$ cat src/rtl/pipe_pkg.sv
// Shared constants for the RV32I pipeline: ALU op codes, branch funct3 codes,
// forwarding selects and the multiplier FSM state type.
package pipe_pkg;

  localparam int unsigned XLEN = 32;

  localparam logic [2:0] AluAdd  = 3'b000;
  localparam logic [2:0] AluSub  = 3'b001;
  localparam logic [2:0] AluAnd  = 3'b010;
  localparam logic [2:0] AluOr   = 3'b011;
  localparam logic [2:0] AluXor  = 3'b100;
  localparam logic [2:0] AluSlt  = 3'b101;
  localparam logic [2:0] AluMul  = 3'b110;
  localparam logic [2:0] AluSltu = 3'b111;

  localparam logic [2:0] F3Beq  = 3'b000;
  localparam logic [2:0] F3Bne  = 3'b001;
  localparam logic [2:0] F3Blt  = 3'b100;
  localparam logic [2:0] F3Bge  = 3'b101;
  localparam logic [2:0] F3Bltu = 3'b110;
  localparam logic [2:0] F3Bgeu = 3'b111;

  localparam logic [1:0] FwdReg = 2'b00;
  localparam logic [1:0] FwdWb  = 2'b01;
  localparam logic [1:0] FwdMem = 2'b10;

  typedef enum logic [1:0] {
    StIdle,
    StBusy,
    StDone
  } mul_state_e;

endpackage

$ cat src/rtl/alu_unit.sv
// Combinational ALU plus branch comparison flags. The flags compare src_a
// against cmp_b (the forwarded register value), never against the immediate.
module alu_unit #(
  parameter int unsigned XLEN = pipe_pkg::XLEN
) (
  input  logic [XLEN-1:0] src_a,
  input  logic [XLEN-1:0] src_b,
  input  logic [XLEN-1:0] cmp_b,
  input  logic [2:0]      alu_op,
  output logic [XLEN-1:0] result,
  output logic            eq,
  output logic            lt,
  output logic            ltu
);
  import pipe_pkg::*;

  logic slt_ab;
  logic sltu_ab;

  assign slt_ab  = $signed(src_a) < $signed(src_b);
  assign sltu_ab = src_a < src_b;

  always_comb begin
    result = '0;
    case (alu_op)
      AluAdd:  result = src_a + src_b;
      AluSub:  result = src_a - src_b;
      AluAnd:  result = src_a & src_b;
      AluOr:   result = src_a | src_b;
      AluXor:  result = src_a ^ src_b;
      AluSlt:  result = {{(XLEN-1){1'b0}}, slt_ab};
      AluSltu: result = {{(XLEN-1){1'b0}}, sltu_ab};
      // The product, when present, comes from the multiplier in the parent.
      AluMul:  result = '0;
      default: result = '0;
    endcase
  end

  assign eq  = src_a == cmp_b;
  assign lt  = $signed(src_a) < $signed(cmp_b);
  assign ltu = src_a < cmp_b;

endmodule

$ cat src/rtl/execute_cycle.sv
// RV32I execute stage: operand forwarding, ALU, branch resolution and EX/MEM register.
// Define EXEC_MUL_EN to add an iterative shift-add MUL (ALUControlE=110) that stalls F/D/E.
module execute_cycle #(
  parameter int unsigned XLEN = pipe_pkg::XLEN
) (
  input  logic            clk,
  input  logic            rst,
  input  logic            RegWriteE,
  input  logic            MemWriteE,
  input  logic            ResultSrcE,
  input  logic            BranchE,
  input  logic            JumpE,
  input  logic            ALUSrcE,
  input  logic [2:0]      ALUControlE,
  input  logic [2:0]      Funct3E,
  input  logic [XLEN-1:0] RD1_E,
  input  logic [XLEN-1:0] RD2_E,
  input  logic [XLEN-1:0] Imm_Ext_E,
  input  logic [XLEN-1:0] PCE,
  input  logic [XLEN-1:0] PCPlus4E,
  input  logic [4:0]      RD_E,
  input  logic [1:0]      ForwardA_E,
  input  logic [1:0]      ForwardB_E,
  input  logic [XLEN-1:0] ResultW,
  input  logic            FlushE,
  output logic            RegWriteM,
  output logic            MemWriteM,
  output logic            ResultSrcM,
  output logic [4:0]      RD_M,
  output logic [XLEN-1:0] PCPlus4M,
  output logic [XLEN-1:0] WriteDataM,
  output logic [XLEN-1:0] ALU_ResultM,
  output logic            PCSrcE,
  output logic [XLEN-1:0] PCTargetE,
  output logic            StallE
);
  import pipe_pkg::*;

  logic [XLEN-1:0] src_a;
  logic [XLEN-1:0] fwd_b;
  logic [XLEN-1:0] src_b;
  logic [XLEN-1:0] alu_result;
  logic [XLEN-1:0] ex_result;
  logic            cmp_eq;
  logic            cmp_lt;
  logic            cmp_ltu;
  logic            branch_cond;
  logic            stall;

  // Select 11 falls through to the register-file value.
  always_comb begin
    src_a = RD1_E;
    case (ForwardA_E)
      FwdWb:   src_a = ResultW;
      FwdMem:  src_a = ALU_ResultM;
      default: src_a = RD1_E;
    endcase
  end

  always_comb begin
    fwd_b = RD2_E;
    case (ForwardB_E)
      FwdWb:   fwd_b = ResultW;
      FwdMem:  fwd_b = ALU_ResultM;
      default: fwd_b = RD2_E;
    endcase
  end

  assign src_b = ALUSrcE ? Imm_Ext_E : fwd_b;

  alu_unit #(
    .XLEN (XLEN)
  ) u_alu (
    .src_a  (src_a),
    .src_b  (src_b),
    .cmp_b  (fwd_b),
    .alu_op (ALUControlE),
    .result (alu_result),
    .eq     (cmp_eq),
    .lt     (cmp_lt),
    .ltu    (cmp_ltu)
  );

  always_comb begin
    branch_cond = 1'b0;
    case (Funct3E)
      F3Beq:   branch_cond = cmp_eq;
      F3Bne:   branch_cond = ~cmp_eq;
      F3Blt:   branch_cond = cmp_lt;
      F3Bge:   branch_cond = ~cmp_lt;
      F3Bltu:  branch_cond = cmp_ltu;
      F3Bgeu:  branch_cond = ~cmp_ltu;
      default: branch_cond = 1'b0;
    endcase
  end

  assign PCTargetE = PCE + Imm_Ext_E;
  assign PCSrcE    = ~stall & (JumpE | (BranchE & branch_cond));
  assign StallE    = stall;

`ifdef EXEC_MUL_EN
  localparam int unsigned CntW = $clog2(XLEN);

  mul_state_e      state_q, state_d;
  logic [XLEN-1:0] acc_q, acc_d;
  logic [XLEN-1:0] mcand_q, mcand_d;
  logic [XLEN-1:0] mplier_q, mplier_d;
  logic [CntW-1:0] count_q, count_d;
  logic            mul_done;

  always_comb begin
    state_d  = state_q;
    acc_d    = acc_q;
    mcand_d  = mcand_q;
    mplier_d = mplier_q;
    count_d  = count_q;
    stall    = 1'b0;
    mul_done = 1'b0;
    case (state_q)
      StIdle: begin
        if (ALUControlE == AluMul && !FlushE) begin
          stall    = 1'b1;
          acc_d    = '0;
          mcand_d  = src_a;
          mplier_d = src_b;
          count_d  = '0;
          state_d  = StBusy;
        end
      end
      StBusy: begin
        if (FlushE) begin
          state_d = StIdle;
        end else begin
          stall = 1'b1;
          if (mplier_q[0]) begin
            acc_d = acc_q + mcand_q;
          end
          mcand_d  = mcand_q << 1;
          mplier_d = mplier_q >> 1;
          count_d  = count_q + 1'b1;
          if (count_q == CntW'(XLEN - 1)) begin
            state_d = StDone;
          end
        end
      end
      StDone: begin
        mul_done = 1'b1;
        state_d  = StIdle;
      end
      default: state_d = StIdle;
    endcase
  end

  always_ff @(posedge clk or negedge rst) begin
    if (!rst) begin
      state_q  <= StIdle;
      acc_q    <= '0;
      mcand_q  <= '0;
      mplier_q <= '0;
      count_q  <= '0;
    end else begin
      state_q  <= state_d;
      acc_q    <= acc_d;
      mcand_q  <= mcand_d;
      mplier_q <= mplier_d;
      count_q  <= count_d;
    end
  end

  assign ex_result = mul_done ? acc_q : alu_result;
`else
  assign stall     = 1'b0;
  assign ex_result = alu_result;
`endif

  // Flush or stall loads a fully zeroed bubble so memory never sees a duplicate.
  always_ff @(posedge clk or negedge rst) begin
    if (!rst) begin
      RegWriteM   <= 1'b0;
      MemWriteM   <= 1'b0;
      ResultSrcM  <= 1'b0;
      RD_M        <= '0;
      PCPlus4M    <= '0;
      WriteDataM  <= '0;
      ALU_ResultM <= '0;
    end else if (FlushE || stall) begin
      RegWriteM   <= 1'b0;
      MemWriteM   <= 1'b0;
      ResultSrcM  <= 1'b0;
      RD_M        <= '0;
      PCPlus4M    <= '0;
      WriteDataM  <= '0;
      ALU_ResultM <= '0;
    end else begin
      RegWriteM   <= RegWriteE;
      MemWriteM   <= MemWriteE;
      ResultSrcM  <= ResultSrcE;
      RD_M        <= RD_E;
      PCPlus4M    <= PCPlus4E;
      WriteDataM  <= fwd_b;
      ALU_ResultM <= ex_result;
    end
  end

endmodule

$ cat config.mk
export PLATFORM = sky130hd
export DESIGN_NAME = execute_cycle
export DESIGN_NICKNAME = d
export VERILOG_FILES = /design/src/rtl/pipe_pkg.sv /design/src/rtl/alu_unit.sv /design/src/rtl/execute_cycle.sv
export SDC_FILE = /design/constraint.sdc
export NUM_CORES = 1
export LEC_CHECK = 0
export ABC_CLOCK_PERIOD_IN_PS = 9400
export CAP_MARGIN = 5
export CORE_UTILIZATION = 45
export CTS_BUF_LIST = sky130_fd_sc_hd__clkbuf_4 sky130_fd_sc_hd__clkbuf_8
export DETAILED_ROUTE_END_ITERATION = 10
export DONT_BUFFER_PORTS = 1
export PLACE_DENSITY = 0.71
export SLEW_MARGIN = 5
export SYNTH_ARGS = -nofsm -noshare
export SYNTH_HDL_FRONTEND = slang
export SYNTH_HIERARCHICAL = 1
export SYNTH_SLANG_ARGS = --single-unit
export TNS_END_PERCENT = 20
$ cat constraint.sdc
create_clock -name clk -period 9.4 [get_ports clk]
set_clock_uncertainty 0.1 [all_clocks]
set_input_delay 2.82 -clock clk [delete_from_list [all_inputs] [get_ports clk]]
set_output_delay 2.82 -clock clk [all_outputs]
set_load 0.05 [all_outputs]
## Yosys cells after proc, flatten, opt, wreduce, memory -nomap -nowiden

Index checks and enable logic that the tools add are counted.

- Flip-flop bits (word level): 104
- Input port bits: 216
- Output and inout bits: 138

- Mux-type cells: 12
- Eq/ne operators: 17
- Magnitude comparators: 4
- $add $sub $neg: 3
- Bitwise operators: 8
- Reduce and logical (&&, ||, !) cells: 2

Operators by type and width:

| operator | number |
|---|---|
| 32-bit one-hot mux with 8 select lines | 1 |
| 32-bit less-than comparator | 4 |
| 32-bit 2-to-1 mux | 4 |
| 32-bit one-hot mux with 2 select lines | 2 |
| 32-bit adder | 2 |
| 32-bit bitwise AND | 1 |
| 32-bit equality test | 1 |
| 32-bit bitwise OR | 1 |
| 32-bit subtractor | 1 |
| 32-bit bitwise XOR | 1 |
| 3-bit equality test, second input constant | 8 |
| 3-bit by 1-bit equality test with 1-bit output, second input constant | 2 |
| 3-bit by 2-bit equality test with 1-bit output, second input constant | 2 |
| 3-bit zero test | 2 |
| 1-bit one-hot mux with 6 select lines | 1 |
| 5-bit 2-to-1 mux | 1 |
| 2-bit by 1-bit equality test with 1-bit output, second input constant | 2 |
| 2-bit equality test, second input constant | 2 |
| 1-bit 2-to-1 mux | 3 |
| 1-bit NOT | 3 |
| 1-bit bitwise AND | 1 |
| 1-bit bitwise OR | 1 |

## Depth between registers and ports, before layout

Gate-level depths: netlist of run 1.

- Word-level depth: 7
- Depth in mapped cells: 23

## Modules after synthesis

Netlist of run 1, hierarchy kept.

By module, submodules not included:

| module | cells an instance | instances | sequential area each (um^2) | area an instance (um^2) |
|---|---|---|---|---|
| execute_cycle | 790 | 1 | 2602.5 | 6582.6 |
| alu_unit | 937 | 1 | 0.0 | 5990.7 |

## Worst setup path before layout of run 1

No wires, ideal clock.

- Kind: input to output
- Start: in ForwardB_E[0]
- End: out PCSrcE
- Stages on the path: 23
- Arrival time: 6.240 ns
- Setup slack: 0.240 ns
- Buffers on the path: 2
- Required time: 6.480 ns
- Path through: inv_1 > ha_1 > clkbuf_1 > buf_1 > nor2_1 > a21oi_1 > inv_1 > inv_1 > ha_1 > a21o_1 > a21o_1 > a21o_1 > a21oi_1 > nor2b_1 > o211ai_1 > a211oi_1 > a21oi_1 > o211ai_1 > mux2i_1 > mux2i_1 > xor2_1 > o21ai_0 > a21o_1

- Longest elaborated chain between the ends: 7
- Elaborated cells between the ends (all ways): 12
- Classes of those cells: order compare: 2; eq/ne: 3; mux: 2; bitwise: 5

Ends and longest elaborated chain:

| element | line | RTL |
|---|---|---|
| from (decl) | execute_cycle.sv:23 | `input logic [1:0] ForwardB_E,` |
| 2-bit equality test / 2-bit by 1-bit equality test with 1-bit output (equally long branches) | execute_cycle.sv:62 | `case (ForwardB_E)` |
| 32-bit one-hot mux with 2 select lines (*) | execute_cycle.sv:62 |  |
| net fwd_b[17] | execute_cycle.sv:40 | `logic [XLEN-1:0] fwd_b;` |
| 32-bit less-than comparator (*) | alu_unit.sv:40 | `assign lt = $signed(src_a) < $signed(cmp_b);` |
| net cmp_lt | execute_cycle.sv:45 | `logic cmp_lt;` |
| 1-bit NOT | execute_cycle.sv:90 | `F3Bge: branch_cond = ~cmp_lt;` |
| 1-bit one-hot mux with 6 select lines (*) | execute_cycle.sv:86 | `case (Funct3E)` |
| 1-bit bitwise AND (*) | execute_cycle.sv:98 | `assign PCSrcE = ~stall & (JumpE \| (BranchE & branch_cond));` |
| 1-bit bitwise OR (*) | execute_cycle.sv:98 |  |
| to (decl) | execute_cycle.sv:33 | `output logic PCSrcE,` |

The timed path passes the listed nets; every way through them passes the cells marked *.

## Final worst setup path of run 1

- Start: in ForwardA_E[1]
- End: out PCSrcE

- Longest elaborated chain between the ends: 7
- Elaborated cells between the ends (all ways): 12
- Classes of those cells: order compare: 2; eq/ne: 3; mux: 2; bitwise: 5

Ends and longest elaborated chain:

| element | line | RTL |
|---|---|---|
| from (decl) | execute_cycle.sv:22 | `input logic [1:0] ForwardA_E,` |
| 2-bit equality test / 2-bit by 1-bit equality test with 1-bit output (equally long branches) | execute_cycle.sv:53 | `case (ForwardA_E)` |
| 32-bit one-hot mux with 2 select lines (*) | execute_cycle.sv:53 |  |
| net src_a[2] | execute_cycle.sv:39 | `logic [XLEN-1:0] src_a;` |
| 32-bit less-than comparator (*) | alu_unit.sv:40 |  |
| net cmp_lt | execute_cycle.sv:45 |  |
| 1-bit NOT | execute_cycle.sv:90 |  |
| 1-bit one-hot mux with 6 select lines (*) | execute_cycle.sv:86 |  |
| 1-bit bitwise AND (*) | execute_cycle.sv:98 |  |
| 1-bit bitwise OR (*) | execute_cycle.sv:98 |  |

Marked as above.

==> metrics.md, run 1 <==
| Metric | Value |
|---|---|
| Overall routed net length | `51.3 mm` |
| Die Width | `169 microns` |
| Clock slew at reported path FFs | `130 ps` |
| Critical Path Source | `ForwardA_E[1]` |
| Io pins | `354` |
| Cell total after placement | `2073` |
| Die Ht | `169 microns` |
| Worst Path Arrival | `6350 ps` |
| # Max-Cap Violations | `0` |
| Crit-path max FO | `14` |
| 1st-iter DRT viols | `1507` |
| Post-route ant nets | `0` |
| Reg2reg path depth | `18` |
| Sequential Power Share | `31.3%` |
| Final GP Congestion | `1.05` |
| Syn_nets | `2109` |
| Total CTS buffers | `9` |
| Relative slew slack | `20.9%` |
| Row cnt | `60` |
| Yosys warning count | `6` |
| Logic pwr share | `53.4%` |
| # port buffers | `0` |
| Drc violations | `0` |
| CTS Sinks | `104` |
| TritonCTS clock tree | `done` |
| Deepest clock path buffer count | `2` |
| Worst-Margin Slew | `1180 ps` |
| Sequential-to-total area share from yosys stat | `20.7%` |
| Final HPWL DP | `40.4 mm` |
| Setup ws final | `129 ps` |
| Drt first pass iters | `6` |
| Min cycle time layout | `9270 ps` |
| Overflow after GRT | `0` |
| Core Region | `0.0272 sq mm` |
| Int Power | `0.000977 W` |
| Final setup violation count | `0` |
| Hold path startpoint | `ALU_ResultM[27]` |
| Worst vdd ir | `0.0000932 V` |
| Post-CTS Hold Buffers | `0` |
| Vias in the first global route | `12200` |
| Synth unique cells | `87` |
| Tcrit/Tclk final | `98.6%` |
| Pin count of the biggest net entering global routing | `105` |
| Nature of the critical path startpoint | `input port` |
| Share of cells above drive strength 1 | `8.31%` |
| Placed Area | `0.0133 sq mm` |
| Reg2reg start | `ALU_ResultM[1]` |
| Reg2reg setup slack | `3700 ps` |
| Vias per Instance | `6.25` |
| Commonest non-fill, non-tap cell in the layout | `inv_1` |
| Main synth FF type | `dfrtp_1` |
| Vias | `13100` |
| Hold Crit Endpoint | `WriteDataM[27]` |
| Outcome | `completed` |
| Clock Latency Late Sink | `410 ps` |
| Area Growth Syn to Fin | `8.20%` |
| Final Util | `50.1%` |
| Layout Cells excl Fill | `2094` |
| H-tree depth | `3` |
| Syn Area/Cell | `7.28 sq um` |
| Finished Cell Area | `0.0136 sq mm` |
| Clock Power Share | `15.4%` |
| Initial core utilization | `46.3%` |
| Switch Pwr | `0.00107 W` |
| Drt wl/cell | `24.5 microns` |
| Post-Syn Area | `0.0126 sq mm` |
| Hold Path Class | `reg -> reg` |
| Root Driver | `clkbuf_8` |
| Most frequent cells in the layout | `inv_1 (177), nor2_1 (171), ha_1 (160), a21oi_1 (153), nand2_1 (143)` |
| DP Worst Slack | `-71.4 ps` |
| Crit path capture type | `output pin` |
| Reg2reg end | `ALU_ResultM[30]` |
| #FFs+latches synth | `104` |
| Initial antenna violation count | `3` |
| Worst hold path stage count | `4` |
| Slew Limit Fails | `0` |
| Hold slack final | `1070 ps` |
| Synth Instances | `1727` |
| Fmax achieved | `0.108 GHz` |
| First-pass GRT wire length | `74.0 mm` |
| Final nets | `2097` |
| Sw Share | `52.3%` |
| Async SR Flop Fraction | `100%` |
| PD cells | `151 mW/mm^2` |
| Leakage power figure | `6.33 nW` |
| Die area | `0.0286 sq mm` |
| Unrepaired setup endpoints after global routing | `no` |
| GRT Overall Usage | `34.1%` |
| CP Class | `in -> out` |
| Fin. Hold Viols | `0` |
| Number of synthesized flops with an enable pin | `0` |
| CP required | `6480 ps` |
critical path, stage by stage:
cell,delay (ps)
inv_1,40
ha_1,270
buf_4,270
a22oi_1,100
o21ai_0,500
ha_1,340
o21ai_0,80
nand2b_1,70
a21oi_1,150
nor2b_1,60
o21ai_0,170
nand2b_1,90
a21oi_2,220
o211ai_1,150
mux2i_1,210
mux2i_1,110
xor2_1,150
o21ai_1,190
a21o_1,190
buf_12,140
cells in the mapped netlist, drive strengths merged (4+ instances only):
cell     count  area share [%]
inv        179             5.3
nor2       172             5.1
ha         163              16
a21oi      161             6.5
o21ai      157             6.3
nand2      143             4.3
dfrtp      104              21
nor2b       86             4.3
clkbuf      83             2.5
a22oi       68             4.1
nand3       31             1.3
xnor2       28             2.0
nor3        26             1.0
o22ai       23             1.1
a21o        22             1.3
buf         21            0.83
nand4       19            0.95
a211oi      17             1.1
o211ai      17             1.1
o21bai      16            0.96
xor2        14            0.98
nand2b      13            0.65
a21boi      11            0.66
a31oi       11            0.60
o21a        11            0.66
mux2i       10            0.80
a221oi       9            0.78
nor4         9            0.50
and3         8            0.40
o31ai        7            0.42
or2          7            0.35
a2111oi      6            0.43
a311oi       6            0.47
a211o        5            0.35
o211a        5            0.40
a32oi        4            0.28
o32a         4            0.32
or4          4            0.24
repair_timing:
| item | 4_1_cts | 5_1_grt |
|---|---|---|
| setup endpoints to repair | 1 | 1 |
| endpoints found under the hold margin | 0 | 0 |
| buffers inserted | 0 | 3 |
| resized for setup | 5 | 19 |
| pin swaps | 0 | 2 |
layer usage:
layer | vias up | track usage, % | wire length, microns
li1 | 6018 | - | -
met1 | 6146 | 39.6 | 19100
met2 | 776 | 57.4 | 24000
met3 | 151 | 8.07 | 5110
met4 | 0 | 19.5 | 3090
met5 | - | 0 | 0
power by group through the flow:
stage | clock (W) | combinational [W] | sequential (W)
floorplan | 0 | 0.000791 | 0.000628
global placement | 0 | 0.00104 | 0.000650
detailed placement | 0 | 0.00105 | 0.000649
CTS | 0.000325 | 0.00106 | 0.000640
global route | 0.000340 | 0.00118 | 0.000642
finish | 0.000315 | 0.00109 | 0.000641
cells by family after synthesis:
logic type                 share of synthesized area [%]
adders and majority gates                           16.7
muxes                                               1.06
xor gates and xnor gates                            2.93
and+or+nand+nor                                     19.7
other                                             0.0298
AOI/OAI and AO/OA                                   30.2
DFF                                                 20.7
buffers and inverters                               8.71
worst max path at each step:
stage                     endpoint  slack, ps  cells past startpoint
after floorplan             PCSrcE        240                     23
after global placement      PCSrcE        -20                     19
after detailed placement    PCSrcE        -70                     19
after CTS                   PCSrcE          2                     22
after global routing        PCSrcE          5                     21
final                       PCSrcE        130                     20
sequential cells by signal, summed over array words and instances, names as in the netlist:
name         flops
ALU_ResultM     32
PCPlus4M        32
WriteDataM      32
RD_M             5
MemWriteM        1
RegWriteM        1
ResultSrcM       1
stage by stage:
step	total power [W]	setup TNS, ps
4_1_cts	0.00202	0
3_5_place_dp	0.00170	-71.4
3_3_place_gp	0.00169	-20.5
6_report	0.00205	0
2_1_floorplan	0.00142	0
5_1_grt	0.00216	0
layout make-up:
| cell class | instances | area (sq um) |
|---|---|---|
| clock buffers | 9 | 124 |
| diodes | 2 | 5.00 |
| flip-flops and latches | 104 | 2600 |
| clock inverters | 7 | 91.3 |
| repair buffers | 81 | 691 |
| multi-input cells | 1338 | 8950 |
| well taps | 372 | 465 |
| fillers | 2722 | 13600 |
| inverters | 181 | 679 |
Power figures use the tool's default switching activity.
==> run 2, diff against run 1 <==
CELL_PAD_IN_SITES_DETAIL_PLACEMENT = 0   (was unset)
CELL_PAD_IN_SITES_GLOBAL_PLACEMENT = 1   (was unset)
PLACE_DENSITY = 0.91   (was 0.71)
==> metrics.md, run 2 (synthesized netlist as in run 1, its figures left out) <==
| Metric | Value |
|---|---|
| Worst-Margin Slew | `1190 ps` |
| Final setup violation count | `0` |
| Clock slew at reported path FFs | `130 ps` |
| Most frequent cells in the layout | `inv_1 (177), nor2_1 (171), ha_1 (161), a21oi_1 (153), nand2_1 (143)` |
| Reg2reg path depth | `18` |
| Final nets | `2092` |
| DP Worst Slack | `34.7 ps` |
| Post-route ant nets | `0` |
| Switch Pwr | `0.00107 W` |
| Worst hold path stage count | `4` |
| Deepest clock path buffer count | `2` |
| Hold slack final | `1070 ps` |
| Regs by FF count | `ALU_ResultM (32), PCPlus4M (32), WriteDataM (32)` |
| Nature of the critical path startpoint | `input port` |
| Setup ws final | `285 ps` |
| TritonCTS clock tree | `done` |
| Cell total after placement | `2071` |
| Detail Route met3 WL | `4.78 mm` |
| Die Width | `169 microns` |
| Pin count of the biggest net entering global routing | `105` |
| Overall routed net length | `51.1 mm` |
| Commonest non-fill, non-tap cell in the layout | `inv_1` |
| Final HPWL DP | `40.4 mm` |
| Vias | `12900` |
| Crit path capture type | `output pin` |
| Clock Power Share | `15.8%` |
| Row cnt | `60` |
| Io pins | `354` |
| PD cells | `151 mW/mm^2` |
| Final Util | `49.8%` |
| GRT Overall Usage | `34.6%` |
| Die area | `0.0286 sq mm` |
| Layout Cells excl Fill | `2093` |
| Total CTS buffers | `9` |
| Crit-path max FO | `29` |
| Post-Route M1 WL | `19.3 mm` |
| Drt first pass iters | `6` |
| Sequential Power Share | `31.4%` |
| Drt wl/cell | `24.4 microns` |
| Root Driver | `clkbuf_8` |
| Post-CTS Hold Buffers | `0` |
| Drc violations | `0` |
| Worst Path Arrival | `6200 ps` |
| # port buffers | `0` |
| Tcrit/Tclk final | `97.0%` |
| Hold Path Class | `reg -> reg` |
| CTS resizes | `0` |
| Area Growth Syn to Fin | `7.59%` |
| Worst vdd ir | `0.0000796 V` |
| Logic pwr share | `52.9%` |
| Int Power | `0.000973 W` |
| CP Class | `in -> out` |
| Min cycle time layout | `9120 ps` |
| Outcome | `completed` |
| # Max-Cap Violations | `0` |
| Fmax achieved | `0.110 GHz` |
| Slew Limit Fails | `0` |
| Vias in the first global route | `12200` |
| H-tree depth | `3` |
| Overflow after GRT | `0` |
| Vias per Instance | `6.17` |
| Routed met2 length | `24.2 mm` |
| First-pass GRT wire length | `75.0 mm` |
| Final GP Congestion | `1.01` |
| Share of cells above drive strength 1 | `7.76%` |
| Leakage power figure | `6.30 nW` |
| Max Used Layer | `met4` |
| CP required | `6480 ps` |
| Sw Share | `52.4%` |
| Initial antenna violation count | `5` |
| 1st-iter DRT viols | `1196` |
| Fin. Hold Viols | `0` |
| Setup bufs post-CTS | `0` |
| Relative slew slack | `20.2%` |
| CTS Sinks | `104` |
| Clock Latency Late Sink | `410 ps` |
| Fill cells | `2786` |
| Initial core utilization | `46.3%` |
| Die Ht | `169 microns` |
| Core Region | `0.0272 sq mm` |
run 2: changes by cell type in the layout (fill, tap and decap cells not counted), moves of 2 or more:
cell,previous run,this run
o21ai_1,20,16
buf_4,73,70
o21ai_2,5,3
diode_2,2,6
o21ai_0,132,138
buf_12,6,4
run 2: worst paths after layout:
kind                            startpoint               to  slack, ps
min reg2reg                ALU_ResultM[25]   WriteDataM[25]       1070
min in group asynchronous              rst  ALU_ResultM[21]       1990
max                          ForwardB_E[0]           PCSrcE        280
max in group asynchronous              rst   WriteDataM[17]       7060
min                        ALU_ResultM[25]   WriteDataM[25]       1070
max reg2reg                 ALU_ResultM[1]  ALU_ResultM[30]       3560
run 2: per-stage QoR:
stage / area (sq um) / power [W] / setup TNS, ps
2_1_floorplan: 12600 / 0.00142 / 0
3_3_place_gp: 13300 / 0.00168 / 0
3_5_place_dp: 13300 / 0.00169 / 0
4_1_cts: 13500 / 0.00202 / 0
5_1_grt: 13500 / 0.00216 / -10.7
6_report: 13500 / 0.00204 / 0
run 2: per-layer routing:
metal	vias to the layer above	global-route usage, %
met2	706	57.4
met1	6071	39.4
met5	-	0
met4	0	21.0
li1	6006	-
met3	122	9.75
run 2: power by group through the flow:
stage	clock network (W)	logic, W	registers [W]
final	0.000323	0.00108	0.000641
after floorplan	0	0.000791	0.000628
after detailed placement	0	0.00104	0.000649
after global routing	0.000342	0.00117	0.000644
after CTS	0.000328	0.00105	0.000640
after global placement	0	0.00103	0.000649
run 2: critical path: stages:
cell      delay [ps]
inv_1             20
ha_2             420
buf_12           200
a21oi_2           90
inv_1             50
inv_1             30
ha_1             290
a21o_1           180
a21oi_1          150
nor2b_1           70
o21ai_0          170
nand2b_1          70
a221oi_1         260
o21ai_1          150
a21oi_1          160
o211ai_1         130
mux2i_1          140
mux2i_1          170
xor2_1           160
o21ai_1           90
a21o_1           210
buf_12           150
run 2: layout make-up:
| class | instances | area (sq um) | share of cell area (%) |
|---|---|---|---|
| clock inverter | 7 | 91.3 | 0.675 |
| tap | 372 | 465 | 3.44 |
| timing repair buffer | 76 | 628 | 4.64 |
| inverter | 181 | 679 | 5.02 |
| multi-input combinational | 1338 | 8920 | 66.0 |
| sequential | 104 | 2600 | 19.2 |
| clock buffer | 9 | 124 | 0.916 |
| antenna | 6 | 15.0 | 0.111 |
